File: src/rtl/arm_core_pkg.sv
// arm_core_pkg: Thumb-2 width decode constants, fetch-queue FSM states and the 32-bit prefix test.
package arm_core_pkg;
    localparam logic [4:0] T32_PFX0 = 5'b11101;
    localparam logic [4:0] T32_PFX1 = 5'b11110;
    localparam logic [4:0] T32_PFX2 = 5'b11111;

    typedef enum logic [1:0] {IDLE, FETCH, DRAIN} fq_state_e;

    function automatic logic is_thumb32(input logic [15:0] hw);
        return hw[15:11] == T32_PFX0 || hw[15:11] == T32_PFX1 || hw[15:11] == T32_PFX2;
    endfunction
endpackage

File: src/rtl/thumb_fetch_queue_hw_fifo.sv
// hw_fifo: DEPTH x 16 circular halfword buffer, push 1 / pop 0..2 per cycle, two-entry head peek.
module hw_fifo #(
    parameter int DEPTH = 8
) (
    input  logic                     clk,
    input  logic                     rst,
    input  logic                     clr,
    input  logic                     push,
    input  logic [15:0]              wdata,
    input  logic [1:0]               pop,
    output logic [15:0]              hd0,
    output logic [15:0]              hd1,
    output logic [$clog2(DEPTH):0]   count
);
    localparam int AW = $clog2(DEPTH);
    localparam int CW = AW + 1;

    logic [15:0]   mem [DEPTH];
    logic [AW-1:0] rp, wp;

    always_ff @(posedge clk)
        if (push) mem[wp] <= wdata;

    always_ff @(posedge clk)
        if (!rst) begin
            rp    <= '0;
            wp    <= '0;
            count <= '0;
        end else begin
            rp    <= clr ? '0 : rp + AW'(pop);
            wp    <= clr ? '0 : wp + AW'(push);
            count <= clr ? '0 : count - CW'(pop) + CW'(push);
        end

    assign hd0 = mem[rp];
    assign hd1 = mem[rp + AW'(1)];
endmodule

File: src/rtl/thumb_fetch_queue.sv
// thumb_fetch_queue: Thumb-2 halfword fetch queue with flush/drain and 16/32-bit instruction assembly.
// Optional THUMB_FQ_STATS_EN adds stat_retired / stat_stall saturating counters.
module thumb_fetch_queue
    import arm_core_pkg::*;
#(
    parameter int                DEPTH      = 8,
    parameter int                ADDR_W     = 32,
    parameter int                MAX_OUTST  = 2,
    parameter logic [ADDR_W-1:0] RESET_ADDR = '0
) (
    input  logic              clk,
    input  logic              rst,
    output logic              mem_req,
    output logic [ADDR_W-1:0] mem_addr,
    input  logic              mem_gnt,
    input  logic              mem_rvalid,
    input  logic [15:0]       mem_rdata,
    input  logic              flush,
    input  logic [ADDR_W-1:0] flush_addr,
    output logic              inst_valid,
    input  logic              inst_ready,
    output logic [31:0]       inst,
    output logic              inst_is32,
    output logic [ADDR_W-1:0] inst_pc
`ifdef THUMB_FQ_STATS_EN
    ,
    output logic [31:0]       stat_retired,
    output logic [31:0]       stat_stall
`endif
);
    localparam int CW = $clog2(DEPTH) + 1;
    localparam int OW = $clog2(MAX_OUTST) + 1;

    fq_state_e         state, state_n;
    logic [ADDR_W-1:0] fetch_addr;
    logic [CW-1:0]     count;
    logic [OW-1:0]     outst, drop, drop_n;
    logic [15:0]       hd0, hd1, hw0;
    logic              rv, push, issue;
    logic [1:0]        pop_n;

    hw_fifo #(.DEPTH(DEPTH)) u_fifo (
        .clk   (clk),
        .rst   (rst),
        .clr   (flush),
        .push  (push),
        .wdata (mem_rdata),
        .pop   (pop_n),
        .hd0   (hd0),
        .hd1   (hd1),
        .count (count)
    );

    // Head is forced to zero when empty so inst/inst_is32 read 0 out of reset.
    assign hw0        = count != '0 ? hd0 : 16'h0;
    assign inst_is32  = is_thumb32(hw0);
    assign inst_valid = inst_is32 ? count > CW'(1) : count != '0;
    assign inst       = {hw0, inst_is32 && count > CW'(1) ? hd1 : 16'h0};
    assign pop_n      = inst_valid && inst_ready && !flush ? (inst_is32 ? 2'd2 : 2'd1) : 2'd0;

    assign mem_req  = rst && !flush && state != IDLE &&
                      32'(count) + 32'(outst) < DEPTH && 32'(outst) < MAX_OUTST;
    assign mem_addr = fetch_addr;
    assign issue    = mem_req && mem_gnt;
    assign rv       = mem_rvalid && state != IDLE;
    // Stale responses are absorbed by the drop counter; anything after it is fresh data.
    assign push     = rv && !flush && (state == FETCH || drop == '0);

    always_comb begin
        state_n = state;
        drop_n  = drop;
        if (state == IDLE) state_n = FETCH;
        else if (flush) begin
            state_n = outst != '0 ? DRAIN : FETCH;
            drop_n  = outst - OW'(rv);
        end else if (state == DRAIN) begin
            drop_n  = drop - OW'(rv && drop != '0);
            state_n = drop_n == '0 ? FETCH : DRAIN;
        end
    end

    always_ff @(posedge clk)
        if (!rst) begin
            state      <= IDLE;
            fetch_addr <= RESET_ADDR;
            inst_pc    <= RESET_ADDR;
            outst      <= '0;
            drop       <= '0;
        end else begin
            state      <= state_n;
            drop       <= drop_n;
            outst      <= outst + OW'(issue) - OW'(rv);
            fetch_addr <= flush ? flush_addr : fetch_addr + ADDR_W'(issue);
            inst_pc    <= flush ? flush_addr : inst_pc + ADDR_W'(pop_n);
        end

`ifdef THUMB_FQ_STATS_EN
    always_ff @(posedge clk)
        if (!rst) begin
            stat_retired <= '0;
            stat_stall   <= '0;
        end else begin
            if (pop_n != 2'd0 && stat_retired != '1) stat_retired <= stat_retired + 32'd1;
            if (inst_ready && !inst_valid && state == FETCH && stat_stall != '1) stat_stall <= stat_stall + 32'd1;
        end
`endif
endmodule

File: config.mk
export PLATFORM = sky130hd
export DESIGN_NAME = thumb_fetch_queue
export DESIGN_NICKNAME = d
export VERILOG_FILES = /design/src/rtl/arm_core_pkg.sv /design/src/rtl/thumb_fetch_queue_hw_fifo.sv /design/src/rtl/thumb_fetch_queue.sv
export SDC_FILE = /design/constraint.sdc
export NUM_CORES = 1
export LEC_CHECK = 0
export BUFFER_PORTS_ARGS = -buffer_cell sky130_fd_sc_hd__buf_2
export CAP_MARGIN = 20
export CORE_ASPECT_RATIO = 0.6
export CORE_MARGIN = 4
export CORE_UTILIZATION = 58
export DETAILED_ROUTE_END_ITERATION = 7
export GPL_TIMING_DRIVEN = 0
export PLACE_DENSITY = 0.92
export SYNTH_ARGS = -nofsm -noshare
export SYNTH_HDL_FRONTEND = slang
export SYNTH_HIERARCHICAL = 1
export SYNTH_SLANG_ARGS = --single-unit
File: constraint.sdc
create_clock -name clk -period 5.1 [get_ports clk]
set_clock_uncertainty 0.2 [all_clocks]
set_input_delay 1.02 -clock clk [delete_from_list [all_inputs] [get_ports clk]]
set_output_delay 1.02 -clock clk [all_outputs]
set_load 0.03 [all_outputs]
==> run metrics <==
Skew-Pair Late Insertion Delay=~500 ps; crit-path cells=buf_6, buf_6, buf_2, mux4_1, mux2_2, o2111ai_2, nor2_4, clkbuf_2, nand3_1, inv_1, ha_1, a21oi_1, or4_4, or4_1, a31oi_1; Synth area leader=edfxtp_1; Crit path max-delay family=simple AND/OR/NAND/NOR gates; final hold vios=0; pin count of the biggest net entering global routing=17; Worst Hold Margin=roughly 320 ps; Slew Viols, Final=0; Max transition margin=0.3132; Arrival @ worst endpoint=slightly above 5000 ps; Critical Path RT=5310 ps; sequential share of the synthesized area=0.5080; max_cap viols=0; initial antenna violation count=0; Synth Warn #=6; Rows=38; CP peak stage delay=620 ps; Core ar.=~0.018 mm²; CTS tree=yes; most common flop cell mapped by yosys=edfxtp_1; most frequent cell on the critical path=buf_6; routed wire length=approximately 31 mm; area delta synth->final=17.50%; IO buf count=between 150 and 200; PD cells=roughly 300 mW/mm²; number of nets with antenna violations after routing=0; Cell Area, Synth=about 0.011 mm²; Via density=about 6.7; IR Drop Worst-Case VDD=0.1988 mV; cell count after synthesis=a little over 800; R2R depth=15; fmax=between 200 and 250 MHz; Post-CTS Hold Fix Bufs=0; root buffer cell=clkbuf_16; Slew @ Worst Pin=~1000 ps; vias in the first global route=roughly 8400; Boundary Pins=between 150 and 200; H-Tree Depth=1; Fin Setup TNS=0 ps; aggregate global routing overflow=0; synth unique cells=63; RSZ-0062 raised after global routing=no; Synth async-reset ratio=0; Final Setup Violations=0; Avg WL per Cell=24.88 µm; Crit Path Class=reg2reg; Post-synth EDFFs=roughly 130; Post-layout nets=about 1100; status=finished clean; clk slew on worst S/H paths=around 70 ps; Remaining DRCs=0; leak pwr=4.601 nW; Pre-antenna DRT Iters=5; first-pass GRT wire length=between 40 and 50 mm; post-synth top area share=0.3586; Post-DP HPWL=~22 mm; Worst setup SP type=flop; via count=8499; clk buf depth=3; Synth area leaders=edfxtp_1 (36%), dfxtp_1 (15%), mux4_2 (8.0%); Total GRT Usage=0.2979; Die ar.=around 0.021 mm²; Num Clock Sinks=about 210; syn_nets=roughly 900; Hold Crit Depth=2; DR iter-0 viols=1160; min-delay worst type=reg2reg; CTS Buf Count=20; GPL Wtd Cong=0.9526; ratio of cells with drive above 1 in the final layout=0.3044; chip width=~180 µm; Crit path depth=15; period utilisation layout=0.9599; Tmin final=approximately 5000 ps; Util after Layout=0.6953; number of buffers and inverters on the critical path=5; die height=around 110 µm; Post-Syn Area per Cell=between 10 and 15 µm²; Ant. Diodes=0; Fillers=1221; Tot Pwr=roughly 3.7 mW; Initial Util=0.5917; CP Max Fanout=10; slowest library cell on the worst path=or4_4; Worst Setup End Kind=flop; register bit count reported by yosys=between 200 and 250
final cells by class:
type,instances,area [µm²],area share
clock inverter,13,121.4,0.009636
timing repair buffer,163,880.8,0.06994
sequential,208,5445,0.4323
multi-input combinational,545,4937,0.3920
inverter,28,105.1,0.008345
clock buffer,21,525.5,0.04172
tap,240,300.3,0.02384
buffer,47,279.0,0.02215
registers in the layout, indices dropped and copies added, names as in the netlist, 3 cells and up:
signal	flops
inst_pc	32
mem_addr	32
u_fifo/count	4
u_fifo/mem	128
u_fifo/rp	3
u_fifo/wp	3
cell usage in the layout (no fill, tap or decap), types with 4 or more instances in the layout:
| cell | n |
|---|---|
| nor3_1 | 17 |
| xor2_1 | 13 |
| clkbuf_16 | 21 |
| buf_4 | 7 |
| nor4_1 | 18 |
| or4_1 | 10 |
| xnor2_1 | 15 |
| a21boi_0 | 4 |
| a21oi_1 | 26 |
| nor2b_1 | 26 |
| ha_1 | 18 |
| inv_1 | 28 |
| dfxtp_1 | 80 |
| clkinvlp_4 | 4 |
| mux4_1 | 26 |
| nor3b_1 | 4 |
| edfxtp_1 | 128 |
| nand2b_1 | 7 |
| nand4_1 | 15 |
| nor2_1 | 27 |
| or3_1 | 5 |
| a31oi_1 | 10 |
| o31a_1 | 4 |
| o21ai_0 | 42 |
| nand3_1 | 15 |
| and4_1 | 15 |
| mux2_2 | 32 |
| clkbuf_1 | 23 |
| a311oi_1 | 6 |
| nand2_1 | 32 |
| buf_6 | 12 |
| o211ai_1 | 4 |
| nor2_2 | 6 |
| o31ai_1 | 8 |
| and3_1 | 11 |
| and2_1 | 31 |
| buf_2 | 159 |
| mux4_2 | 38 |
| a211oi_1 | 18 |
final timing paths:
kind / from / endpoint / slack (ps)
worst min register to register: inst_pc[31] / inst_pc[31] / 320
worst max-delay path: u_fifo/rp[0] / inst_pc[29] / 200
worst min-delay path: inst_pc[31] / inst_pc[31] / 320
worst max register to register: u_fifo/rp[0] / inst_pc[29] / 200
kinds of logic (layout without fill, tap and decap cells):
| logic type | count (synthesis) | after routing | share of synthesized area |
|---|---|---|---|
| buf+inv | 76 | 272 | 0.03572 |
| fa+ha+maj | 21 | 21 | 0.02661 |
| simple gates | 256 | 256 | 0.1416 |
| flops | 208 | 208 | 0.5080 |
| mux | 97 | 97 | 0.1781 |
| compound gates | 142 | 142 | 0.08556 |
| xor+xnor | 29 | 29 | 0.02440 |
per-stage QoR:
step,area [µm²],instances,setup WS [ps]
finish,12590,1265,204.6
floorplan,10720,829,1044
global route,12590,1265,67.59
detailed placement,11920,1230,-507.3
CTS,12570,1263,114.5
global placement,11780,1221,-635.6
worst min-delay path, delay by kind of cell, from the launching register on:
| kind | cells | cell delay [ps] |
|---|---|---|
| flip-flops | 1 | 320 |
| AO/OA/AOI/OAI | 2 | 150 |
power by group:
part / switching, mW / internal (mW)
sequential: 0.0605 / 1.83
clock: 0.641 / 0.848
combinational: 0.244 / 0.128
synth_stat cells, types with 8 or more instances:
master / n
a211oi_1: 18
a21oi_1: 26
a31oi_1: 10
and2_1: 31
and3_1: 11
and4_1: 15
buf_2: 8
clkbuf_1: 26
dfxtp_1: 80
edfxtp_1: 128
ha_1: 18
inv_1: 28
mux2_2: 32
mux4_1: 26
mux4_2: 38
nand2_1: 32
nand3_1: 15
nand4_1: 15
nor2_1: 34
nor2b_1: 26
nor3_1: 19
nor4_1: 19
o21ai_0: 42
o31ai_1: 8
or4_1: 10
xnor2_1: 15
xor2_1: 13
metal layers:
| layer | share of wire | global-route usage | vias up |
|---|---|---|---|
| met5 | 0 | 0 | - |
| met4 | 0.027 | 0.08730 | 0 |
| met3 | 0.12 | 0.06328 | 87 |
| met2 | 0.45 | 0.4546 | 634 |
| met1 | 0.40 | 0.4363 | 4137 |
| li1 | - | - | 3641 |
what timing repair did:
| action | in CTS | in global routing |
|---|---|---|
| gates resized for setup | 4 | 4 |
| setup buffers | 0 | 2 |
| pin swaps | 0 | 1 |
| setup endpoints to repair | 30 | 10 |
(Power assumes the default switching activity.)
